<file path="config.mk">
export PLATFORM = sky130hd
export DESIGN_NAME = sdhost_cmd
export DESIGN_NICKNAME = d
export VERILOG_FILES = /design/src/rtl/sdhost_cmd.sv
export SDC_FILE = /design/constraint.sdc
export NUM_CORES = 1
export LEC_CHECK = 0
export ABC_AREA = 1
export BUFFER_PORTS_ARGS = -buffer_cell sky130_fd_sc_hd__buf_2
export CAP_MARGIN = 20
export CORE_ASPECT_RATIO = 1.75
export CORE_MARGIN = 2
export CORE_UTILIZATION = 37
export CTS_CLUSTER_DIAMETER = 40
export CTS_CLUSTER_SIZE = 25
export DETAILED_ROUTE_END_ITERATION = 7
export SYNTH_ARGS = -nofsm -noshare
export SYNTH_HDL_FRONTEND = slang
export SYNTH_SLANG_ARGS = --single-unit
export TNS_END_PERCENT = 10
</file>
<file path="constraint.sdc">
create_clock -name i_clk -period 2.3 [get_ports i_clk]
set_clock_uncertainty 0.2 [all_clocks]
set_input_delay 0.345 -clock i_clk [delete_from_list [all_inputs] [get_ports i_clk]]
set_output_delay 0.345 -clock i_clk [all_outputs]
set_load 0.005 [all_outputs]
</file>
<file path="src/rtl/sdhost_cmd.sv">
`timescale 1ns/1ps
// sdhost_cmd: host-side SD command-wire engine.
// Serializes 48-bit commands onto CMD with CRC7 and captures 48-bit or
// 136-bit responses. It checks the response CRC7 and end bit, applies the
// NCR response timeout, and holds an NCC idle gap after each transaction.
// All wire activity advances only on the i_ce SD-clock tick strobe.
// Ports:
//   i_clk, i_reset_n                 clock, async active-low reset
//   i_ce                             SD-clock tick strobe
//   i_cmd_valid/o_cmd_ready          command handshake (ready == IDLE)
//   i_rsp_type, i_cmd, i_arg         request: response type, index, argument
//   o_cmd_en, o_cmd_out, i_cmd_in    CMD pad enable / data out / data in
//   o_rsp_valid                      one-cycle completion pulse
//   o_rsp_status/index/data          completion result, held until next pulse
module sdhost_cmd #(
    parameter int unsigned NCR = 64,
    parameter int unsigned NCC = 8
) (
    input  logic         i_clk,
    input  logic         i_reset_n,
    input  logic         i_ce,
    input  logic         i_cmd_valid,
    output logic         o_cmd_ready,
    input  logic [1:0]   i_rsp_type,
    input  logic [5:0]   i_cmd,
    input  logic [31:0]  i_arg,
    output logic         o_cmd_en,
    output logic         o_cmd_out,
    input  logic         i_cmd_in,
    output logic         o_rsp_valid,
    output logic [1:0]   o_rsp_status,
    output logic [5:0]   o_rsp_index,
    output logic [119:0] o_rsp_data
);

    localparam int unsigned FRAME_W = 48;
    localparam int unsigned RXSR_W  = 135;
    localparam int unsigned DATA_W  = 120;
    localparam int unsigned CNT_W   = 8;
    localparam int unsigned NCR_W   = $clog2(NCR + 1);
    localparam int unsigned NCC_W   = $clog2(NCC + 1);

    localparam logic [1:0] RSP_NONE = 2'b00;
    localparam logic [1:0] RSP_R2   = 2'b10;
    localparam logic [1:0] RSP_R3   = 2'b11;

    localparam logic [1:0] ST_OK     = 2'b00;
    localparam logic [1:0] ST_CRC    = 2'b01;
    localparam logic [1:0] ST_TMO    = 2'b10;
    localparam logic [1:0] ST_NORESP = 2'b11;

    typedef enum logic [2:0] {
        S_IDLE,
        S_TX,
        S_WAIT,
        S_RX,
        S_GAP
    } state_t;

    // One serial CRC7 step, polynomial x^7 + x^3 + 1.
    function automatic logic [6:0] crc7_step(input logic [6:0] crc, input logic d);
        logic fb;
        fb = d ^ crc[6];
        return {crc[5:3], crc[2] ^ fb, crc[1:0], fb};
    endfunction

    // Full command frame {start, transmission, index, arg, crc7, end}.
    function automatic logic [FRAME_W-1:0] build_frame(input logic [5:0] idx,
                                                       input logic [31:0] a);
        logic [39:0] body;
        logic [6:0]  c;
        body = {2'b01, idx, a};
        c    = 7'h00;
        for (int i = 39; i >= 0; i--) begin
            c = crc7_step(c, body[i]);
        end
        return {body, c, 1'b1};
    endfunction

    state_t              state_q, state_d;
    logic [FRAME_W-1:0]  frame_q, frame_d;
    logic [CNT_W-1:0]    bit_cnt_q, bit_cnt_d;
    logic [NCR_W-1:0]    ncr_cnt_q, ncr_cnt_d;
    logic [NCC_W-1:0]    ncc_cnt_q, ncc_cnt_d;
    logic [6:0]          crc_q, crc_d;
    logic [RXSR_W-1:0]   rx_sr_q, rx_sr_d;
    logic [1:0]          type_q, type_d;
    logic                en_q, en_d;
    logic                out_q, out_d;
    logic                ready_q, ready_d;
    logic                valid_q, valid_d;
    logic [1:0]          status_q, status_d;
    logic [5:0]          index_q, index_d;
    logic [DATA_W-1:0]   data_q, data_d;

    logic [RXSR_W-1:0]   sr_next;
    logic                is_r2;
    logic                crc_en;
    logic                rx_last;
    logic                crc_ok;
    logic [FRAME_W-1:0]  new_frame;

    // State and datapath registers.
    always_ff @(posedge i_clk or negedge i_reset_n) begin
        if (!i_reset_n) begin
            state_q   <= S_IDLE;
            frame_q   <= '0;
            bit_cnt_q <= '0;
            ncr_cnt_q <= '0;
            ncc_cnt_q <= '0;
            crc_q     <= '0;
            rx_sr_q   <= '0;
            type_q    <= '0;
            en_q      <= 1'b0;
            out_q     <= 1'b1;
            ready_q   <= 1'b1;
            valid_q   <= 1'b0;
            status_q  <= '0;
            index_q   <= '0;
            data_q    <= '0;
        end else begin
            state_q   <= state_d;
            frame_q   <= frame_d;
            bit_cnt_q <= bit_cnt_d;
            ncr_cnt_q <= ncr_cnt_d;
            ncc_cnt_q <= ncc_cnt_d;
            crc_q     <= crc_d;
            rx_sr_q   <= rx_sr_d;
            type_q    <= type_d;
            en_q      <= en_d;
            out_q     <= out_d;
            ready_q   <= ready_d;
            valid_q   <= valid_d;
            status_q  <= status_d;
            index_q   <= index_d;
            data_q    <= data_d;
        end
    end

    // Next-state, wire sequencing and response assembly.
    always_comb begin
        state_d   = state_q;
        frame_d   = frame_q;
        bit_cnt_d = bit_cnt_q;
        ncr_cnt_d = ncr_cnt_q;
        ncc_cnt_d = ncc_cnt_q;
        crc_d     = crc_q;
        rx_sr_d   = rx_sr_q;
        type_d    = type_q;
        en_d      = en_q;
        out_d     = out_q;
        valid_d   = 1'b0;
        status_d  = status_q;
        index_d   = index_q;
        data_d    = data_q;

        new_frame = build_frame(i_cmd, i_arg);
        sr_next   = {rx_sr_q[RXSR_W-2:0], i_cmd_in};
        is_r2     = (type_q == RSP_R2);
        // Bit counter k counts bits after the start bit; R2 skips its 7 header bits.
        crc_en    = is_r2 ? ((bit_cnt_q >= CNT_W'(7)) && (bit_cnt_q <= CNT_W'(126)))
                          : (bit_cnt_q <= CNT_W'(38));
        rx_last   = is_r2 ? (bit_cnt_q == CNT_W'(134)) : (bit_cnt_q == CNT_W'(46));
        crc_ok    = (type_q == RSP_R3) || (crc_q == sr_next[7:1]);

        unique case (state_q)
            S_IDLE: begin
                if (i_cmd_valid) begin
                    frame_d   = new_frame;
                    out_d     = new_frame[FRAME_W-1];
                    en_d      = 1'b1;
                    bit_cnt_d = '0;
                    type_d    = i_rsp_type;
                    state_d   = S_TX;
                end
            end
            S_TX: begin
                if (i_ce) begin
                    if (bit_cnt_q == CNT_W'(FRAME_W - 1)) begin
                        en_d  = 1'b0;
                        out_d = 1'b1;
                        if (type_q == RSP_NONE) begin
                            valid_d   = 1'b1;
                            status_d  = ST_NORESP;
                            index_d   = '0;
                            data_d    = '0;
                            ncc_cnt_d = '0;
                            state_d   = S_GAP;
                        end else begin
                            ncr_cnt_d = '0;
                            state_d   = S_WAIT;
                        end
                    end else begin
                        frame_d   = frame_q << 1;
                        out_d     = frame_q[FRAME_W-2];
                        bit_cnt_d = bit_cnt_q + CNT_W'(1);
                    end
                end
            end
            S_WAIT: begin
                if (i_ce) begin
                    if (!i_cmd_in) begin
                        bit_cnt_d = '0;
                        crc_d     = '0;
                        rx_sr_d   = '0;
                        state_d   = S_RX;
                    end else if (ncr_cnt_q == NCR_W'(NCR - 1)) begin
                        valid_d   = 1'b1;
                        status_d  = ST_TMO;
                        index_d   = '0;
                        data_d    = '0;
                        ncc_cnt_d = '0;
                        state_d   = S_GAP;
                    end else begin
                        ncr_cnt_d = ncr_cnt_q + NCR_W'(1);
                    end
                end
            end
            S_RX: begin
                if (i_ce) begin
                    rx_sr_d = sr_next;
                    if (crc_en) begin
                        crc_d = crc7_step(crc_q, i_cmd_in);
                    end
                    if (rx_last) begin
                        valid_d   = 1'b1;
                        status_d  = (i_cmd_in && crc_ok) ? ST_OK : ST_CRC;
                        index_d   = is_r2 ? 6'h3f : sr_next[45:40];
                        data_d    = is_r2 ? sr_next[127:8] : {88'h0, sr_next[39:8]};
                        ncc_cnt_d = '0;
                        state_d   = S_GAP;
                    end else begin
                        bit_cnt_d = bit_cnt_q + CNT_W'(1);
                    end
                end
            end
            S_GAP: begin
                if (i_ce) begin
                    if (ncc_cnt_q == NCC_W'(NCC - 1)) begin
                        state_d = S_IDLE;
                    end else begin
                        ncc_cnt_d = ncc_cnt_q + NCC_W'(1);
                    end
                end
            end
            default: state_d = S_IDLE;
        endcase

        ready_d = (state_d == S_IDLE);
    end

    assign o_cmd_ready  = ready_q;
    assign o_cmd_en     = en_q;
    assign o_cmd_out    = out_q;
    assign o_rsp_valid  = valid_q;
    assign o_rsp_status = status_q;
    assign o_rsp_index  = index_q;
    assign o_rsp_data   = data_q;

endmodule

</file>
==> results of run 1 <==
-- flip-flops by register name (all words and copies together) (netlist names) --
register	flops
o_rsp_valid	1
o_cmd_ready	1
state_q	3
type_q	2
o_cmd_out	1
ncr_cnt_q	7
bit_cnt_q	8
o_cmd_en	1
rx_sr_q	127
o_rsp_status	2
o_rsp_data	120
o_rsp_index	6
frame_q	47
ncc_cnt_q	4
crc_q	7
-- worst min-delay path, cell delays in order --
cell	delay (ps)
buf_6	100
buf_4	100
o22ai_2	60
nor2_1	80
-- power by group --
| part | switching [W] | leakage, nW | internal, W | total [W] |
|---|---|---|---|---|
| Sequential | 0.00103 | 4.50 | 0.00777 | 0.00880 |
| Combinational | 0.00663 | 4.77 | 0.00499 | 0.0116 |
| Clock | 0.00265 | 0.670 | 0.00404 | 0.00669 |
| Total | 0.0103 | 9.94 | 0.0168 | 0.0271 |
-- worst max-delay path by stage --
| stage | to | slack, ps | depth (start not counted) |
|---|---|---|---|
| 6_report | frame_q[24] | -100 | 11 |
| 5_1_grt | bit_cnt_q[6] | -240 | 14 |
| 4_1_cts | frame_q[4] | -30 | 11 |
| 3_5_place_dp | frame_q[4] | -440 | 25 |
| 3_3_place_gp | frame_q[5] | -340 | 25 |
| 2_1_floorplan | frame_q[4] | -30 | 27 |
-- logic make-up after synthesis --
family | share of synthesized area
xor+xnor | 0.00998
compound gates | 0.116
simple gates | 0.227
flops | 0.566
fa+ha+maj | 0.00336
buf+inv | 0.0785
-- layout make-up --
type	instances	area [sq um]	area share
Sequential cell	337	8440	0.413
Multi-Input combinational cell	1143	6180	0.303
Timing Repair Buffer	346	2880	0.141
Clock buffer	41	1000	0.0491
Inverter	224	866	0.0424
Tap cell	495	619	0.0303
Clock inverter	27	397	0.0194
Timing Repair inverter	2	31.3	0.00153
-- layout by cell type, fill, tap and decap left out, types with 28 or more instances in the layout --
master,count
o21ai_0,197
buf_4,101
inv_1,191
clkbuf_16,54
nand2_1,369
dfrtp_1,335
nand3_1,120
nor2_2,40
nand2_2,83
inv_2,28
nor2_1,98
buf_2,166
-- stage by stage --
stage	total power, W	cell area [sq um]
detailed placement	0.0174	17200
global route	0.0288	20400
global placement	0.0171	17200
finish	0.0271	20400
floorplan	0.0140	15000
CTS	0.0243	18900
-- per-layer routing --
layer	wire length [microns]	GRT usage	part of all wire
met4	1380	0.0633	0.033
met5	24	0	0.00058
met3	1590	0.0301	0.038
met1	15900	0.205	0.38
met2	22700	0.344	0.55
-- timing repair --
action,4_1_cts,5_1_grt
hold buffers,25,1
pin swaps,1,69
cloned,0,17
endpoints found under the setup margin,157,233
buffers inserted,1,19
resized for setup,9,306
hold endpoints to repair,142,1
==> impl_metrics.toml, run 1 <==
[status]
outcome = "finished, violations left"
violations = "setup timing"

[synthesis]
synth-edff-count = 0
synth_top_area_frac = 0.562
netlist_top_cells_count = "nand2_1 (459), dfrtp_1 (335), o21ai_0 (219), inv_1 (209), nor2_1 (145)"
synth_area_leaders = "dfrtp_1 (56%), nand2_1 (12%), o21ai_0 (7.3%)"
yosysWarnings = 0
syn_inst = 1788
synth_top_area_cell = "dfrtp_1"
ys_async_sr_fraction = 1.00
synth.avg_cell_area_sq_um = 8.34
syn-num-nets = 1837
yosysMostFrequentCell = "nand2_1"
yosys_most_used_dff = "dfrtp_1"
ys_seq_elements = 337
synthesis.area_sq_um = 14900
ys_types = 43
ys_seq_area_frac = 0.566

[place]
gp_congestion = 0.854
place_hpwl_mm = 26.3
port-buffer-count = 176
preCtsSetupSlack_ps = -437
place_inst = 2485

[worst_setup_path]
r2r-start = "state_q[1]"
crit_path_top_delay_cell = "dfrtp_1"
endpoint_kind = "flip-flop"
worstPathRequired_ps = 2510
worstSetupPathType = "flip-flop to flip-flop"
startpoint = "state_q[1]"
worst_r2r_endpoint = "frame_q[24]"
crit_fanout = 10
path_delay_family = "simple AND/OR/NAND/NOR gates"
startpoint_type = "flip-flop"
rr_worst_depth = 11
cpMostUsedCell = "nor2_1"
cp_cell_sequence = "buf_4 > nor2_1 > nand2_1 > a211oi_4 > inv_2 > nor2_4 > clkinv_4 > buf_12 > clkbuf_16 > nor2_2 > nor2_1"
path_buf_inv = 5
cpPeakStageDelay_ps = 380
crit_arrival_ps = 2610
ff2ff_setup_slack_ps = -100

[floorplanning]
die_w_microns = 156
die_h_microns = 270
dieArea_sq_um = 42000
placeableCoreArea_sq_um = 39900
rows = 97
start_util = 0.373
ioPinCount = 177

[drt]
drt_iter0_drc = 559
ant_nets = 0
vias = 13100
avgViaCountPerCell = 5.03
drcViolationCount = 0
wl_mm = 41.6
first_pass_iters = 5
wire_per_inst_microns = 15.9

[power]
p_leak_nw = 9.94
ir_drop_mv = 1.02
p_per_area_nw_per_um2 = 1330

[finish]
nets = 2140
layout-drive-gt1-share = 0.304
fill_cells = 3673
antenna_cells_inserted = 0
layoutNonFillerInstCount = 2615
synthToLayoutAreaGrowth_pct = 36.9
postLayoutCoreUtil = 0.511

[clock_tree]
clk_latency_ps = 540
cts.htree.levels = 2
clk_pin_slew_ps = 60
cts_tree = "built"
numCtsBuffers = 37
root_buffer = "clkbuf_16"
cts_sinks = 337
cts_buffer_depth = 3

[timing]
hold_viol_final = 0
tns_ps = -3300
finalCritPeriodShare = 1.04
setup_violations = 64
hold_slack_ps = 3.51
tightest_slew_ps = 605
rsz0062_at_grt = "yes"
min_period_ps = 2400
slew_headroom = 0.597
drv_slew = 0
max_freq_ghz = 0.416
layout_setup_ws_ps = -102

[global_route]
grt_max_degree = 96
antenna_found_initial = 2
grt_pass1_wl_mm = 63.4
grt_overflow = 0
grt_use_total = 0.183
grt_pass1_vias = 13200

[worst_hold_path]
hold_class = "primary input to flip-flop"
hp-start = "i_cmd[5]"
whs_path_depth = 4
hold_end = "frame_q[45]"

[run]
cap_violations = 0
No activity file was read; power rests on OpenSTA's default activity.
==> run 2, diff against run 1 <==
- MAX_ROUTING_LAYER: not set -> met4
==> run 2 against run 1 <==
  * The run still ends with setup timing left
  * Maximum frequency rose by 0.16%
  * Via count rose by 0.38%
  * Final area rose by 0.41%
  * Sequential share of layout area fell by 0.17 points
  * Power rose by 0.44%
  * Count of clock-buffer cells in the layout did not move
  * Sequential power barely moved
  * First-iteration DRC count fell by 3.6%
  * Setup slack improved by 3.8 ps
  * Core utilization rose by 0.21 points
  * Routed wire length rose by 0.23%
==> impl_metrics.toml, run 2 (synthesis results as in run 1) <==
[global_route]
grt_use_total = 0.188
antenna_found_initial = 2
grt_pass1_vias = 13200
grt_max_degree = 96
grt_pass1_wl_mm = 63.5
grt_overflow = 0

[power]
p_per_area_nw_per_um2 = 1330
ir_drop_mv = 1.02
p_leak_nw = 9.95

[drt]
drt_iter0_drc = 539
ant_nets = 0
vias = 13200
first_pass_iters = 4
avgViaCountPerCell = 5.04
wl_mm = 41.6
drcViolationCount = 0
wire_per_inst_microns = 15.9

[status]
outcome = "finished, violations left"
violations = "setup timing"

[clock_tree]
numCtsBuffers = 37
cts.htree.levels = 2
cts_sinks = 337
root_buffer = "clkbuf_16"
clk_pin_slew_ps = 60
cts_tree = "built"
cts_buffer_depth = 3
clk_latency_ps = 540

[worst_setup_path]
startpoint_type = "flip-flop"
worstPathRequired_ps = 2510
worst_r2r_endpoint = "frame_q[24]"
worstSetupPathType = "flip-flop to flip-flop"
rr_worst_depth = 11
endpoint_kind = "flip-flop"
ff2ff_setup_slack_ps = -100
crit_arrival_ps = 2610
r2r-start = "state_q[1]"
crit_fanout = 10

[floorplanning]
start_util = 0.373
die_h_microns = 270
placeableCoreArea_sq_um = 39900
ioPinCount = 177
rows = 97
die_w_microns = 156
dieArea_sq_um = 42000

[timing]
layout_setup_ws_ps = -98.7
slew_headroom = 0.618
min_period_ps = 2400
setup_violations = 55
rsz0062_at_grt = "yes"
tns_ps = -3350
hold_viol_final = 0
tightest_slew_ps = 574
finalCritPeriodShare = 1.04
drv_slew = 0
max_freq_ghz = 0.417

[finish]
layout_commonest_cell = "nand2_1"
max_flop_register = "rx_sr_q"
multiInputGateArea_sq_um = 6230
seqCellArea_sq_um = 8440
largest_reg_flops = 127
fill_cells = 3669
synthToLayoutAreaGrowth_pct = 37.5
postLayoutCoreUtil = 0.514
final_cell_mix = "nand2_1 (355), dfrtp_1 (335), inv_1 (191)"
nets = 2141
layout-drive-gt1-share = 0.313

[worst_hold_path]
hp-start = "i_cmd[5]"
hold_end = "frame_q[45]"
whs_path_depth = 4
hold_class = "primary input to flip-flop"

[place]
place_hpwl_mm = 26.3
port-buffer-count = 176
preCtsSetupSlack_ps = -437
gp_congestion = 0.868

[run]
cap_violations = 0
-- run 2: power by group --
| part | total, W | internal [W] | switching (W) |
|---|---|---|---|
| sequential | 0.00881 | 0.00777 | 0.00103 |
| clock | 0.00668 | 0.00404 | 0.00264 |
| combinational | 0.0117 | 0.00504 | 0.00670 |
| total | 0.0272 | 0.0169 | 0.0104 |
-- run 2: layer usage --
metal  global-route usage  routed length (microns)
met1                0.205                    15900
met2                0.344                    22800
met3               0.0294                     1650
met4               0.0633                     1270
met5                    -                        0
-- run 2: layout make-up --
type                    count  share of cell area
flip-flops and latches    337               0.411
multi-input cells        1143               0.304
repair buffers            347               0.142
clock buffers              41              0.0489
inverters                 224              0.0424
well taps                 495              0.0302
clock inverters            27              0.0193
repair inverters            2             0.00134
diodes                      2            0.000244
-- run 2: worst max-delay path, stage by stage, from the launching register on --
cell	delay (ps)
dfrtp_1	380
buf_4	150
nor2_1	200
nand2_1	220
a211oi_4	310
inv_2	120
nor2_4	150
clkinv_4	100
buf_12	140
clkbuf_16	170
nor2_2	90
nor2_1	50
-- run 2: how the worst max path moves through the flow --
stage / startpoint / end / slack (ps) / cells after the start
floorplan: i_cmd[3] / frame_q[4] / -30 / 27
global placement: i_cmd[3] / frame_q[5] / -340 / 25
detailed placement: i_cmd[3] / frame_q[4] / -440 / 25
CTS: bit_cnt_q[0] / frame_q[4] / -30 / 11
global route: bit_cnt_q[0] / o_rsp_data[29] / -240 / 16
finish: state_q[1] / frame_q[24] / -100 / 11
-- run 2: timing repair --
| action | in CTS | in global routing |
|---|---|---|
| setup endpoints to repair | 157 | 233 |
| hold endpoints to repair | 142 | 1 |
| cloned | 0 | 18 |
| pin swaps | 1 | 68 |
| gates resized for setup | 9 | 352 |
| hold buffers | 25 | 1 |
| buffers inserted | 1 | 19 |
-- run 2: stage by stage --
stage | hold WS (ps) | power (W) | instance area, sq um | cells
2_1_floorplan | -151 | 0.0140 | 15000 | 1788
3_3_place_gp | 146 | 0.0171 | 17200 | 2485
3_5_place_dp | 135 | 0.0174 | 17200 | 2485
4_1_cts | 2.33 | 0.0243 | 18900 | 2579
5_1_grt | 13.5 | 0.0289 | 20500 | 2618
6_report | 5.24 | 0.0272 | 20500 | 2618
==> run 3, diff against run 2 <==
- ABC_CLOCK_PERIOD_IN_PS: not set -> 2300
- SKIP_LAST_GASP: not set -> 1
==> run 3 against run 2 <==
  * The run still ends with setup timing left
  * Power is 4.7% lower
  * Routed wire length is 3.1% lower
  * Sequential power is 1% lower
  * Setup slack better by 32 ps
  * Via count is 1.5% lower
  * Largest cell class unchanged
  * Largest power group unchanged
==> impl_metrics.toml, run 3 (synthesis results as in run 1) <==
[timing]
hold_viol_final = 0
finalCritPeriodShare = 1.03
setup_violations = 84
max_freq_ghz = 0.423
slew_headroom = 0.615
rsz0062_at_grt = "yes"
drv_slew = 0
min_period_ps = 2370
hold_slack_ps = 18.8
layout_setup_ws_ps = -66.8
tightest_slew_ps = 577

[floorplanning]
rows = 97
dieArea_sq_um = 42000
die_w_microns = 156
die_h_microns = 270
placeableCoreArea_sq_um = 39900
start_util = 0.373
ioPinCount = 177

[finish]
multiInputGateArea_sq_um = 5760
max_flop_register = "rx_sr_q"
layoutNonFillerInstCount = 2608
seqCellArea_sq_um = 8440
largest_reg_flops = 127
postLayoutCoreUtil = 0.496
fill_cells = 3755
layout_commonest_cell = "nand2_1"
layout-drive-gt1-share = 0.258
nets = 2131
final_cell_mix = "nand2_1 (398), dfrtp_1 (335), o21ai_0 (215)"
synthToLayoutAreaGrowth_pct = 32.7

[clock_tree]
clk_pin_slew_ps = 60
root_buffer = "clkbuf_16"
cts.htree.levels = 2
cts_tree = "built"
numCtsBuffers = 37
cts_buffer_depth = 3
clk_latency_ps = 540
cts_sinks = 337

[place]
preCtsSetupSlack_ps = -437
place_inst = 2485
place_hpwl_mm = 26.3
port-buffer-count = 176
gp_congestion = 0.868

[global_route]
grt_max_degree = 96
grt_overflow = 0
grt_use_total = 0.188
grt_pass1_wl_mm = 63.4
antenna_found_initial = 2
grt_pass1_vias = 13200

[status]
outcome = "finished, violations left"
violations = "setup timing"

[drt]
drt_iter0_drc = 546
wl_mm = 40.4
vias = 13000
avgViaCountPerCell = 4.98
ant_nets = 0
drcViolationCount = 0
first_pass_iters = 5
wire_per_inst_microns = 15.5

[worst_setup_path]
crit_arrival_ps = 2580
startpoint_type = "flip-flop"
crit_fanout = 19
endpoint_kind = "flip-flop"
worstPathRequired_ps = 2510
worstSetupPathType = "flip-flop to flip-flop"

[power]
total_power_w = 0.0259
p_leak_nw = 9.71
ir_drop_mv = 0.838
p_per_area_nw_per_um2 = 1310

[run]
cap_violations = 0

[worst_hold_path]
hold_class = "primary input to flip-flop"
-- run 3: worst max-delay path, cell delays in order, from the launching register on --
cell       delay (ps)
dfrtp_1           390
ha_2              200
nand2_2            80
nor2_2             30
nand4_1           120
buf_4             140
nor2_4             40
buf_6             110
a211oi_4          180
inv_2             120
nor2_4            190
inv_4              90
clkbuf_16         200
o22ai_1           130
nor2_1             50
-- run 3: repair_timing --
item | CTS | global route
resized for setup | 7 | 154
endpoints found under the setup margin | 157 | 240
pin swaps | 0 | 24
hold buffers | 25 | 0
buffers inserted | 1 | 14
hold endpoints to repair | 142 | 0
cloned | 0 | 14
-- run 3: path summary, 6_finish.rpt --
check	startpoint	to	slack [ps]	cells after the start
max	bit_cnt_q[0]	frame_q[25]	-70	14
min	i_cmd[5]	frame_q[45]	20	4
min in group asynchronous	i_reset_n	o_rsp_data[112]	150	2
max reg2reg	bit_cnt_q[0]	frame_q[25]	-70	14
max in group asynchronous	i_reset_n	rx_sr_q[31]	1000	3
min reg2reg	o_rsp_data[26]	o_rsp_data[26]	260	2
-- run 3: area by class of cell --
class / instances / share of cell area
diodes: 2 / 0.000253
well taps: 495 / 0.0313
inverters: 224 / 0.0435
repair buffers: 338 / 0.137
clock inverters: 27 / 0.0200
clock buffers: 41 / 0.0507
multi-input cells: 1143 / 0.291
repair inverters: 1 / 0.000569
flip-flops and latches: 337 / 0.426
-- run 3: metrics by stage --
step / setup TNS (ps) / instance area, sq um
after floorplan: -595 / 15000
after global placement: -2440 / 17200
after detailed placement: -7700 / 17200
after CTS: -331 / 18900
after global routing: -32880 / 19800
final: -2350 / 19800
-- run 3: layer usage --
layer / up-vias / routed length, microns / GRT usage
met5: - / 0 / -
met4: 0 / 1540 / 0.0633
met2: 293 / 21600 / 0.344
li1: 6326 / - / -
met1: 6280 / 15600 / 0.205
met3: 91 / 1600 / 0.0294
-- run 3: power by group --
part	internal, W	switching [W]
Combinational	0.00442	0.00611
Clock	0.00404	0.00265
Sequential	0.00777	0.000946
Total	0.0162	0.00970
